### src/rtl/store_data.sv
// Store path: formats SB/SH/SW into lane-aligned entries, buffers them, drains word beats to memory.
// Latency: acceptance at edge N gives mem_req at edge N+1 when empty; split stores take two beats.
// Backpressure: st_ready drops when the buffer is full; mem_req/addr/data/strb hold until mem_ack.
module store_data #(
  parameter int DEPTH = 4,
  parameter int AW    = 32
) (
  input  logic                   clk,
  input  logic                   reset,
  input  logic                   st_valid,
  output logic                   st_ready,
  input  logic [2:0]             st_funct3,
  input  logic [AW-1:0]          st_addr,
  input  logic [31:0]            st_data,
  output logic                   mem_req,
  input  logic                   mem_ack,
  output logic [AW-1:0]          mem_addr,
  output logic [31:0]            mem_wdata,
  output logic [3:0]             mem_wstrb,
  output logic [$clog2(DEPTH):0] buf_count,
  output logic                   busy,
  output logic                   funct3_err
);

  localparam int PW = $clog2(DEPTH);
  localparam int CW = PW + 1;

  typedef struct packed {
    logic [AW-1:0] waddr;
    logic [63:0]   d64;
    logic [7:0]    s8;
  } entry_t;

  typedef enum logic [1:0] {IDLE = 2'd0, BEAT0 = 2'd1, BEAT1 = 2'd2} state_t;

  entry_t          buf_q [DEPTH];
  entry_t          fmt;
  entry_t          head;
  entry_t          nxt;
  logic            f3_legal;
  logic [3:0]      mask;
  logic [31:0]     data_t;
  logic            accept;
  logic            enq;
  logic            retire;

  state_t          state_q, state_d;
  logic [PW-1:0]   wr_ptr_q, wr_ptr_d;
  logic [PW-1:0]   rd_ptr_q, rd_ptr_d;
  logic [CW-1:0]   cnt_q, cnt_d;
  logic [AW-1:0]   addr_q, addr_d;
  logic [31:0]     wdata_q, wdata_d;
  logic [3:0]      wstrb_q, wstrb_d;
  logic            err_q;

  // Decode size, truncate data and shift data/strobes into a two-word lane window
  always_comb begin
    f3_legal = 1'b1;
    mask     = 4'b1111;
    data_t   = st_data;
    case (st_funct3)
      3'b000:  begin mask = 4'b0001; data_t = {24'b0, st_data[7:0]};  end
      3'b001:  begin mask = 4'b0011; data_t = {16'b0, st_data[15:0]}; end
      3'b010:  begin mask = 4'b1111; data_t = st_data;                end
      default: f3_legal = 1'b0;
    endcase
    fmt.waddr = {st_addr[AW-1:2], 2'b00};
    fmt.d64   = {32'b0, data_t} << {st_ready & 1'b0, st_addr[1:0], 3'b000};
    fmt.s8    = {4'b0, mask} << st_addr[1:0];
  end

  // Full check uses the registered count only, so a same-cycle retire never frees a slot
  assign st_ready = (cnt_q < CW'(DEPTH));
  assign accept   = st_valid && st_ready;
  assign enq      = accept && f3_legal;
  assign head     = buf_q[rd_ptr_q];
  assign nxt      = buf_q[rd_ptr_q + PW'(1)];

  // Entry storage; contents need no reset because pointers qualify them
  always_ff @(posedge clk) begin
    if (enq) buf_q[wr_ptr_q] <= fmt;
  end

  // FIFO pointer and occupancy bookkeeping
  always_comb begin
    wr_ptr_d = wr_ptr_q + PW'(enq);
    rd_ptr_d = rd_ptr_q + PW'(retire);
    cnt_d    = cnt_q + CW'(enq) - CW'(retire);
  end

  // Drain FSM next state and next beat registers; a split entry stays at the head until beat 1 is acked
  always_comb begin
    state_d = state_q;
    addr_d  = addr_q;
    wdata_d = wdata_q;
    wstrb_d = wstrb_q;
    retire  = 1'b0;
    case (state_q)
      IDLE: begin
        if (cnt_q != '0) begin
          state_d = BEAT0;
          addr_d  = head.waddr;
          wdata_d = head.d64[31:0];
          wstrb_d = head.s8[3:0];
        end
      end
      BEAT0: begin
        if (mem_ack) begin
          if (head.s8[7:4] != 4'b0) begin
            state_d = BEAT1;
            addr_d  = head.waddr + AW'(4);
            wdata_d = head.d64[63:32];
            wstrb_d = head.s8[7:4];
          end else begin
            retire = 1'b1;
          end
        end
      end
      BEAT1: begin
        if (mem_ack) retire = 1'b1;
      end
      default: state_d = IDLE;
    endcase
    if (retire) begin
      if (cnt_q > CW'(1)) begin
        state_d = BEAT0;
        addr_d  = nxt.waddr;
        wdata_d = nxt.d64[31:0];
        wstrb_d = nxt.s8[3:0];
      end else begin
        state_d = IDLE;
      end
    end
  end

  // State, pointer and beat registers; reset abandons any beat in flight
  always_ff @(posedge clk) begin
    if (reset) begin
      state_q  <= IDLE;
      wr_ptr_q <= '0;
      rd_ptr_q <= '0;
      cnt_q    <= '0;
      addr_q   <= '0;
      wdata_q  <= '0;
      wstrb_q  <= '0;
      err_q    <= 1'b0;
    end else begin
      state_q  <= state_d;
      wr_ptr_q <= wr_ptr_d;
      rd_ptr_q <= rd_ptr_d;
      cnt_q    <= cnt_d;
      addr_q   <= addr_d;
      wdata_q  <= wdata_d;
      wstrb_q  <= wstrb_d;
      err_q    <= accept && !f3_legal;
    end
  end

  // Outputs derived from registered state
  always_comb begin
    mem_req    = (state_q != IDLE);
    mem_addr   = addr_q;
    mem_wdata  = wdata_q;
    mem_wstrb  = wstrb_q;
    buf_count  = cnt_q;
    busy       = (cnt_q != '0) || (state_q != IDLE);
    funct3_err = err_q;
  end

endmodule

### config.mk
export PLATFORM = sky130hd
export DESIGN_NAME = store_data
export DESIGN_NICKNAME = d
export VERILOG_FILES = /design/src/rtl/store_data.sv
export SDC_FILE = /design/constraint.sdc
export NUM_CORES = 1
export LEC_CHECK = 0
export CORE_ASPECT_RATIO = 0.7
export CORE_UTILIZATION = 36
export CTS_CLUSTER_DIAMETER = 80
export DETAILED_ROUTE_END_ITERATION = 8
export PLACE_DENSITY = 0.52
export SLEW_MARGIN = 20
export SYNTH_ARGS = -nofsm -noshare
export SYNTH_HDL_FRONTEND = slang
export SYNTH_SLANG_ARGS = --single-unit
### constraint.sdc
create_clock -name clk -period 28.8 [get_ports clk]
set_input_delay 8.64 -clock clk [delete_from_list [all_inputs] [get_ports clk]]
set_output_delay 8.64 -clock clk [all_outputs]
set_load 0.03 [all_outputs]
Word-level counts from Yosys, hierarchy flattened --
Memories as Yosys holds them, arrays and structs flattened. A register that Yosys moved wholly into a read port is not among the register bits. Cells that the tools add are included.
Storage, ports and cells: flip-flop bits (word level) 78, memory bits (writable) 408, logic and storage cells 73, memories kept 1
Memory list:
- buf_q | depth 4, width 102, rd ports 2, clocked after Yosys merged registers in 1, write ports 1, line 36 | entry_t buf_q [DEPTH];
Operators by class: $add $sub $neg 6, $lt $le $gt $ge 2, equal/unequal tests 8, shift-type cells 2, multiplexer cells 34, reductions and logical operators 12
Operators with widths (number):
- 32-bit two-way mux | 10
- 32-bit case mux with 2 select lines | 3
- 32-bit by 5-bit left shift with 64-bit output | 1
- 32-bit by 3-bit adder with 32-bit output (second input constant) | 1
- 4-bit two-way mux | 5
- 4-bit case mux with 2 select lines | 2
- 2-bit two-way mux | 5
- 3-bit != test (second input constant) | 3
- 4-bit by 2-bit left shift with 8-bit output | 1
- 1-bit two-way mux | 7
- 2-bit case mux with 3 select lines | 1
- 2-bit by 1-bit adder with 2-bit output | 2
- 4-bit AND reduction | 1
- 4-bit nonzero test | 1
- 3-bit by 1-bit adder with 3-bit output | 1
- 3-bit by 1-bit == test with 1-bit output (second input constant) | 1
- 3-bit by 2-bit == test with 1-bit output (second input constant) | 1
- 3-bit by 1-bit greater-than comparator with 1-bit output (second input constant) | 1
- 1-bit logical AND | 3
- 3-bit zero test | 1
- 3-bit less-than comparator (second input constant) | 1
- 3-bit nonzero test | 1
- 3-bit OR reduction | 1
- 3-bit by 1-bit subtractor with 3-bit output | 1
- 9 further kinds | 9

Depth between registers and ports, before layout --
Gate-level depths: netlist of run 1.
depth in word-level cells 6, gate-level depth with buffers 12, depth with buffers taken out 11

Worst setup path after synthesis of run 1 --
OpenSTA, ideal clock, no wires.
kind input to register, from input port st_funct3[1], to memory buf_q[0][0] in the netlist's numbering (enable), setup time 0.659 ns, data arrival time 15.252 ns, required time 28.141 ns, slack 12.888 ns, cell stages on the path 3, cell sequence a21oi_1 > nand3_1 > nor3_1
Between the ends: cells in the longest elaborated chain, start to end 6, elaborated cells between the ends (all ways) 8
RTL lines:
- start: declaration | line 12 | input logic [2:0] st_funct3,
- 3-bit by 1-bit == test with 1-bit output, or another cell as far along | line 61 | case (st_funct3)
- 3-bit OR reduction (no line) *
- 1-bit two-way mux * | line 61
- 1-bit logical AND * | line 75 | assign enq = accept && f3_legal;
- 1-bit two-way mux * | line 81 | if (enq) buf_q[wr_ptr_q] <= fmt;
- 1-bit two-way mux (implied by the code) * | line 81
- end: declaration | line 36
Mark *: on every way between the ends. The rest lies on a longest branch, timed or not.

Worst setup path after layout of run 1 --
from input port st_funct3[1], to memory buf_q[1][75] in the netlist's numbering (enable)
The elaborated chain is that of the path after synthesis.

==> results of run 1 <==
[synth_stat cells, types with 4 or more instances]
library cell,n,area (um^2)
a222oi_1,32,320
ha_1,10,125
nor2b_1,4,25.0
nor4_1,5,31.3
a221oi_1,28,245
buf_2,17,85.1
a22oi_1,4,30.0
nor2_1,69,259
clkbuf_1,58,218
and3_1,6,37.5
nand2_1,55,206
mux4_1,20,526
nor3_1,30,150
a31oi_1,11,68.8
buf_1,12,45.0
or3_1,13,81.3
xnor2_1,14,123
and2_1,19,119
mux4_2,135,3040
edfxtp_1,372,11200
o21ai_0,85,425
buf_4,4,30.0
dfxtp_1,78,1560
o32ai_1,7,61.3
a21oi_1,61,305
nand4_1,9,56.3
inv_1,12,45.0
xor2_1,9,78.8
mux2i_1,17,170
nand3_1,8,40.0
[worst paths after layout]
path / from / end / cells past startpoint
worst min-delay path: mem_addr[0] / mem_addr[0] / 1
worst min register to register: mem_addr[0] / mem_addr[0] / 1
worst max-delay path: st_funct3[1] / buf_q[1][75] / 8
worst max register to register: rd_ptr_q[0] / mem_wstrb[1] / 7
[through the flow]
| stage | setup slack, ps | total power, uW | instances | utilization | hold slack [ps] |
|---|---|---|---|---|---|
| floorplan | 12890 | 1080 | 1258 | - | 486 |
| global placement | 16510 | 1260 | 2069 | 0.404 | 477 |
| detailed placement | 16530 | 1260 | 2069 | 0.404 | 483 |
| CTS | 17140 | 1880 | 2156 | 0.432 | 492 |
| global route | 16930 | 1940 | 2156 | 0.432 | 506 |
| finish | 17240 | 1860 | 2156 | 0.432 | 488 |
[cell usage in the layout, fill, tap and decap left out, types with 4 or more instances in the layout]
cell type / synthesis / routed
clkdlybuf4s50_1: 0 / 144
dfxtp_1: 78 / 76
nor3_1: 30 / 29
o32ai_1: 7 / 7
and3_1: 6 / 5
nor4_1: 5 / 5
xnor2_1: 14 / 14
ha_1: 10 / 10
bufinv_16: 0 / 5
a222oi_1: 32 / 32
xor2_1: 9 / 9
nand4_1: 9 / 9
a221oi_1: 28 / 28
a31oi_1: 11 / 11
and2_1: 19 / 19
mux4_1: 20 / 20
clkinv_1: 2 / 5
nor2b_1: 4 / 4
edfxtp_1: 372 / 372
clkbuf_8: 0 / 5
mux4_2: 135 / 135
a21oi_1: 61 / 61
nand2_1: 55 / 55
buf_4: 4 / 20
or3_1: 13 / 13
clkbuf_16: 0 / 48
o21ai_0: 85 / 85
mux2i_1: 17 / 17
clkbuf_1: 58 / 9
clkinv_2: 0 / 12
nand3_1: 8 / 8
nor2_1: 69 / 65
inv_1: 12 / 12
[cell type report]
type                            count  area share
Sequential cell                   450       0.533
Clock inverter                     25      0.0113
Clock buffer                       62      0.0545
Timing Repair Buffer              166      0.0676
Tap cell                          740      0.0387
Multi-Input combinational cell    699       0.293
Inverter                           14     0.00220
[flip-flops by register name, summed over array words and instances, names as in the netlist]
register / flops
funct3_err: 1
mem_wstrb: 4
buf_count: 3
wr_ptr_q: 2
rd_ptr_q: 2
buf_q: 372
mem_wdata: 32
state_q: 2
mem_addr: 32
[report_power, final]
part           leakage [uW]  internal, uW  switching [uW]
Combinational       0.00258           172             268
Clock              0.000772           364             254
Sequential          0.00405           762            39.3
[critical path: stages]
cell             delay (ps)
clkdlybuf4s50_1         460
a21oi_1                 380
nand3_1                 240
inv_1                   170
nand2_1                 100
nor2_4                  430
buf_4                   490
buf_4                   790
[cells by family (layout without fill, tap and decap cells)]
family                   after synthesis  count (layout)  synth area share
AND/OR/NAND/NOR                      236             236            0.0584
multiplexers                         172             172             0.185
buffers and inverters                109             267            0.0244
adder cells (fa/ha/maj)               11              11           0.00719
AO/OA/AOI/OAI                        257             257            0.0839
XOR/XNOR                              23              23           0.00998
flip-flops                           450             450             0.631
[per-layer routing]
layer  GRT usage  up-vias  part of all wire
met5           0        -                 0
li1            -     5449                 -
met2       0.306      416              0.47
met4      0.0483        0             0.017
met1       0.259     6409              0.45
met3      0.0372       61             0.066
==> flow_metrics.py, run 1 <==
metrics = {
    "clock_network": {
        "clock_sinks": 450,
        "post_cts_buffers": 0,
        "cts_made_buffers": 47,
        "path_clk_slew_ps": 70,
        "clockBufferDepth": 3,
        "clk_latency_ps": 590,
        "cts-root-buf": "clkbuf_16",
        "cts_tree": "built",
        "cts_max_level": 2,
        "cts.repair.resized": 0,
        "hold_buffers": 0,
    },
    "die": {
        "die_area_um2": 57000,
        "rows": 72,
        "die_y_um": 200,
        "initial_utilization": 0.365,
        "ioPinCount": 146,
        "die_w_um": 285,
        "coreArea_um2": 55300,
    },
    "timing": {
        "hold_violations": 0,
        "tightest_slew_ps": 1070,
        "finalClockSkew_ps": 36.3,
        "rsz0062_at_grt": "false",
        "fmax_mhz": 86.5,
        "period_share": 0.402,
        "max_slew_margin": 0.281,
        "maxSlewViolCount": 0,
        "finalSetupViolCount": 0,
        "period_needed_ps": 11560,
        "fin_setup_tns_ps": 0,
    },
    "power": {
        "p_leak_uw": 0.00740,
        "peakVddDrop_v": 0.0000488,
        "power-per-cell-area_nw_per_um2": 77.8,
    },
    "global_route": {
        "grt_pass1_vias": 12100,
        "grt_max_degree": 91,
        "track_usage": 0.188,
        "grt-ovfl-total": 0,
        "antenna_found_initial": 1,
        "grt_pass1_wl_mm": 79.5,
    },
    "critical_path": {
        "path_class": "in -> reg",
        "end_kind": "flop",
        "critPathArrivalTime_ps": 11760,
        "r2r_slack_ps": 23900,
        "crit_required_ps": 28990,
        "critPathLaunchType": "primary input",
        "crit_fanout": 56,
    },
    "yosys": {
        "synth_area_um2": 20200,
        "ys_types": 61,
        "synth_edf_count": 372,
        "synthCells": 1258,
        "syn_nets": 1340,
        "avgSynthCellArea_um2": 16.0,
        "ys_ff_latch": 450,
        "ys.flop_type": "edfxtp_1",
        "yosys_warnings": 0,
        "synthArstFlopShare": 0,
        "seq_area_frac_synth": 0.631,
    },
    "final_layout": {
        "final_layout_size_suffix_gt1_frac": 0.177,
        "final_area_um2": 23900,
        "layout.nets": 1460,
        "syn2layout_area_growth_pct": 18.5,
        "fill_cells": 4886,
        "n_antenna_cell": 0,
        "regArea_um2": 12700,
        "multiInputGateArea_um2": 7000,
    },
    "flow_run": {
        "maxCapViolations": 0,
    },
    "detailed_routing": {
        "ant_nets": 0,
        "vias": 12300,
        "first_pass_iters": 5,
        "first_iter_violations": 988,
        "via_per_inst": 5.72,
        "routed_wl_mm": 53.3,
        "drc": 0,
        "wl_per_cell_um": 24.7,
    },
    "placement": {
        "io_buffers": 145,
        "dpl.hpwl_mm": 32.9,
        "gp_congestion": 0.779,
        "placed_area_um2": 22300,
    },
    "status": {
        "outcome": "finished, final reports clean",
    },
    "worst_hold_path": {
        "hold_class": "reg -> reg",
    },
}
(Power assumes the default switching activity.)
==> run 2, diff against run 1 <==
Clock period 28.8 ns to 11.9 ns, I/O delays scaled along.
==> flow_metrics.py, run 2 (synthesis results as in run 1) <==
metrics = {
    "status": {
        "outcome": "finished, final reports clean",
    },
    "critical_path": {
        "end_kind": "flop",
        "path_class": "in -> reg",
        "crit_required_ps": 12070,
        "crit_fanout": 52,
        "critPathLaunchType": "primary input",
        "critPathArrivalTime_ps": 6840,
    },
    "detailed_routing": {
        "routed_wl_mm": 52.7,
        "first_pass_iters": 6,
        "drc": 0,
        "vias": 12100,
        "ant_nets": 0,
        "first_iter_violations": 943,
        "wl_per_cell_um": 24.5,
        "via_per_inst": 5.63,
    },
    "timing": {
        "finalClockSkew_ps": 33.2,
        "period_share": 0.560,
        "final.setup.worst_slack_ps": 5230,
        "tightest_slew_ps": 990,
        "worst_hold_slack_ps": 492,
        "fmax_mhz": 150,
        "period_needed_ps": 6670,
        "max_slew_margin": 0.333,
        "hold_violations": 0,
        "finalSetupViolCount": 0,
        "maxSlewViolCount": 0,
        "rsz0062_at_grt": "false",
        "fin_setup_tns_ps": 0,
    },
    "clock_network": {
        "clk_latency_ps": 560,
        "cts_tree": "built",
        "clock_sinks": 450,
        "clockBufferDepth": 3,
        "cts.repair.resized": 0,
        "cts_made_buffers": 46,
        "path_clk_slew_ps": 70,
        "hold_buffers": 0,
        "post_cts_buffers": 0,
        "cts_max_level": 2,
        "cts-root-buf": "clkbuf_16",
    },
    "die": {
        "rows": 72,
        "coreArea_um2": 55300,
        "ioPinCount": 146,
        "die_y_um": 200,
        "die_w_um": 285,
        "initial_utilization": 0.365,
        "die_area_um2": 57000,
    },
    "global_route": {
        "grt-ovfl-total": 0,
        "antenna_found_initial": 0,
        "grt_max_degree": 91,
        "grt_pass1_vias": 12200,
        "grt_pass1_wl_mm": 78.6,
        "track_usage": 0.186,
    },
    "final_layout": {
        "layout.nets": 1459,
        "largest_register_ffs": 372,
        "final_common_cell": "edfxtp_1",
        "syn2layout_area_growth_pct": 17.8,
        "final_area_um2": 23800,
        "top_register": "buf_q",
        "n_antenna_cell": 0,
        "final_layout_size_suffix_gt1_frac": 0.171,
        "layout_common_cells": "edfxtp_1 (372), clkdlybuf4s50_1 (144), mux4_2 (135), o21ai_0 (85), dfxtp_1 (76)",
    },
    "placement": {
        "placed_area_um2": 22300,
        "dpl.hpwl_mm": 32.9,
        "gp_congestion": 0.767,
        "io_buffers": 145,
        "pre_cts_ws_ps": 4590,
    },
    "worst_hold_path": {
        "hold_class": "reg -> reg",
    },
    "power": {
        "power-per-cell-area_nw_per_um2": 185,
        "peakVddDrop_v": 0.0000902,
        "p_leak_uw": 0.00734,
    },
    "flow_run": {
        "maxCapViolations": 0,
    },
}
-- run 2: through the flow --
step / cells / utilization / total power (uW)
floorplan: 1258 / - / 2620
global placement: 2069 / 0.404 / 3040
detailed placement: 2069 / 0.404 / 3050
CTS: 2153 / 0.430 / 4440
global route: 2153 / 0.430 / 4570
finish: 2153 / 0.430 / 4390
-- run 2: path summary, 6_finish.rpt --
check / from / depth (start not counted) / end / slack, ps
max reg2reg: rd_ptr_q[0] / 7 / mem_wdata[19] / 7010
min: mem_addr[0] / 1 / mem_addr[0] / 490
min reg2reg: mem_addr[0] / 1 / mem_addr[0] / 490
max: st_funct3[1] / 8 / buf_q[2][17] / 5230
-- run 2: critical path, stage by stage --
cell	delay, ps
clkdlybuf4s50_1	460
a21oi_1	390
nand3_1	280
inv_1	180
nand2_1	100
nor2_4	530
buf_4	520
buf_4	750
-- run 2: cell type report --
| type | count | area (um^2) |
|---|---|---|
| Fill cell | 4966 | 31500 |
| Sequential cell | 450 | 12700 |
| Multi-Input combinational cell | 699 | 7000 |
| Timing Repair Buffer | 166 | 1620 |
| Clock buffer | 63 | 1310 |
| Tap cell | 740 | 926 |
| Clock inverter | 21 | 134 |
| Inverter | 14 | 52.6 |
-- run 2: power breakdown --
part,leakage [uW],internal (uW),switching (uW)
clock,0.000713,789,596
combinational,0.00258,417,646
sequential,0.00405,1840,94.1
-- run 2: layer usage --
layer	wire, um	global-route usage	vias to the layer above	part of all wire
met2	24900	0.304	347	0.47
met1	23800	0.261	6263	0.45
met5	0	0	-	0
li1	-	-	5444	-
met3	2940	0.0310	71	0.056
met4	1040	0.0456	0	0.020
==> run 3, diff against run 2 <==
Settings changed: PLACE_DENSITY 0.52 to 0.54.
Clock period 11.9 ns to 5.7 ns, I/O delays scaled along.
==> flow_metrics.py, run 3 (synthesis results as in run 1) <==
metrics = {
    "timing": {
        "rsz0062_at_grt": "false",
        "final.setup.worst_slack_ps": 1500,
        "period_share": 0.737,
        "maxSlewViolCount": 0,
        "hold_violations": 0,
        "fmax_mhz": 238,
        "period_needed_ps": 4200,
        "finalSetupViolCount": 0,
        "tightest_slew_ps": 980,
        "max_slew_margin": 0.344,
        "finalClockSkew_ps": 38.9,
    },
    "clock_network": {
        "cts.repair.resized": 0,
        "cts_max_level": 2,
        "clockBufferDepth": 3,
        "path_clk_slew_ps": 60,
        "post_cts_buffers": 0,
        "cts_made_buffers": 46,
        "clock_sinks": 450,
        "cts_tree": "built",
        "hold_buffers": 0,
        "clk_latency_ps": 610,
        "cts-root-buf": "clkbuf_16",
    },
    "critical_path": {
        "critPathArrivalTime_ps": 2490,
        "slowest_stage": "clkdlybuf4s50_1",
        "r2r_slack_ps": 1930,
        "crit_fanout": 4,
        "crit_start": "buf_count[2]",
        "end_kind": "output port",
        "critPathLaunchType": "flop",
        "cp_cell_sequence": "nor3_1, and2_1, inv_1, clkdlybuf4s50_1",
        "critPathBufInv": 2,
        "r2r_end": "mem_addr[11]",
        "max_stage_delay_ps": 660,
        "crit_required_ps": 3990,
        "r2r_start": "rd_ptr_q[1]",
        "path_class": "reg -> out",
        "ff2ff_path_depth": 7,
        "cp_top_family": "simple AND/OR/NAND/NOR gates",
    },
    "die": {
        "die_area_um2": 57000,
        "rows": 72,
        "ioPinCount": 146,
        "die_w_um": 285,
        "coreArea_um2": 55300,
        "initial_utilization": 0.365,
        "die_y_um": 200,
    },
    "final_layout": {
        "postLayoutCoreUtil": 0.434,
        "final_area_um2": 24000,
        "layout.nets": 1464,
        "fin_cells": 2158,
        "syn2layout_area_growth_pct": 18.8,
        "final_layout_size_suffix_gt1_frac": 0.171,
        "final_common_cell": "edfxtp_1",
        "top_register": "buf_q",
        "largest_register_ffs": 372,
        "n_antenna_cell": 0,
        "layout_common_cells": "edfxtp_1 (372), clkdlybuf4s50_1 (144), mux4_2 (135), o21ai_0 (85), dfxtp_1 (76)",
    },
    "power": {
        "power-per-cell-area_nw_per_um2": 392,
        "peakVddDrop_v": 0.000209,
        "p_leak_uw": 0.00740,
    },
    "worst_hold_path": {
        "hold_class": "reg -> reg",
        "min_delay_path_depth": 1,
        "min-delay-start": "mem_addr[1]",
        "holdPathEnd": "mem_addr[1]",
    },
    "detailed_routing": {
        "ant_nets": 0,
        "drc": 0,
        "via_per_inst": 5.78,
        "first_iter_violations": 1154,
        "wl_per_cell_um": 24.9,
        "vias": 12500,
        "routed_wl_mm": 53.7,
        "first_pass_iters": 7,
    },
    "status": {
        "outcome": "finished, final reports clean",
    },
    "placement": {
        "io_buffers": 145,
        "gp_congestion": 0.774,
        "placed_area_um2": 22400,
        "pre_cts_ws_ps": 1330,
        "dpl.hpwl_mm": 33.1,
        "dp_cells": 2074,
    },
    "global_route": {
        "grt_pass1_wl_mm": 80.3,
        "antenna_found_initial": 1,
        "grt_max_degree": 96,
        "track_usage": 0.189,
        "grt-ovfl-total": 0,
        "grt_pass1_vias": 12300,
    },
    "flow_run": {
        "maxCapViolations": 0,
    },
}
-- run 3: area by class of cell --
| cell class | count | area [um^2] |
|---|---|---|
| fillers | 4950 | 31300 |
| flip-flops and latches | 450 | 12700 |
| multi-input cells | 699 | 7010 |
| repair buffers | 171 | 1720 |
| clock buffers | 57 | 1210 |
| well taps | 740 | 926 |
| clock inverters | 27 | 324 |
| inverters | 14 | 52.6 |
-- run 3: where the power goes --
part	switching, uW	internal (uW)
logic	1360	884
registers	209	3850
clock network	1300	1790
total	2870	6520
-- run 3: routing by layer --
| layer | part of all wire | track usage | up-vias | routed length, um |
|---|---|---|---|---|
| li1 | - | - | 5455 | - |
| met1 | 0.46 | 0.276 | 6530 | 24700 |
| met2 | 0.45 | 0.292 | 424 | 24300 |
| met3 | 0.069 | 0.0347 | 73 | 3710 |
| met4 | 0.019 | 0.0481 | 0 | 1000 |
| met5 | 0 | 0 | - | 0 |
-- run 3: stage by stage --
step                      total power [uW]  TNS (ps)  hold WS [ps]
after CTS                             9500         0           495
after global routing                  9790         0           504
after global placement                6380         0           492
after floorplan                       5460    -40650           486
final                                 9390         0           496
after detailed placement              6390         0           487
-- run 3: worst max path at each step --
stage / endpoint / slack (ps) / depth (start not counted)
floorplan: buf_q[0][0] / -440 / 3
global placement: buf_q[3][1] / 1360 / 6
detailed placement: buf_q[3][0] / 1330 / 6
CTS: busy / 1450 / 4
global route: busy / 1380 / 4
finish: busy / 1500 / 4
-- run 3: worst reg2reg max path, cell delays in order (launching register included) --
cell,delay (ps)
dfxtp_4,910
mux4_1,590
or3_1,530
o21ai_4,580
buf_4,510
a221o_1,260
o221ai_1,130
a21oi_1,190
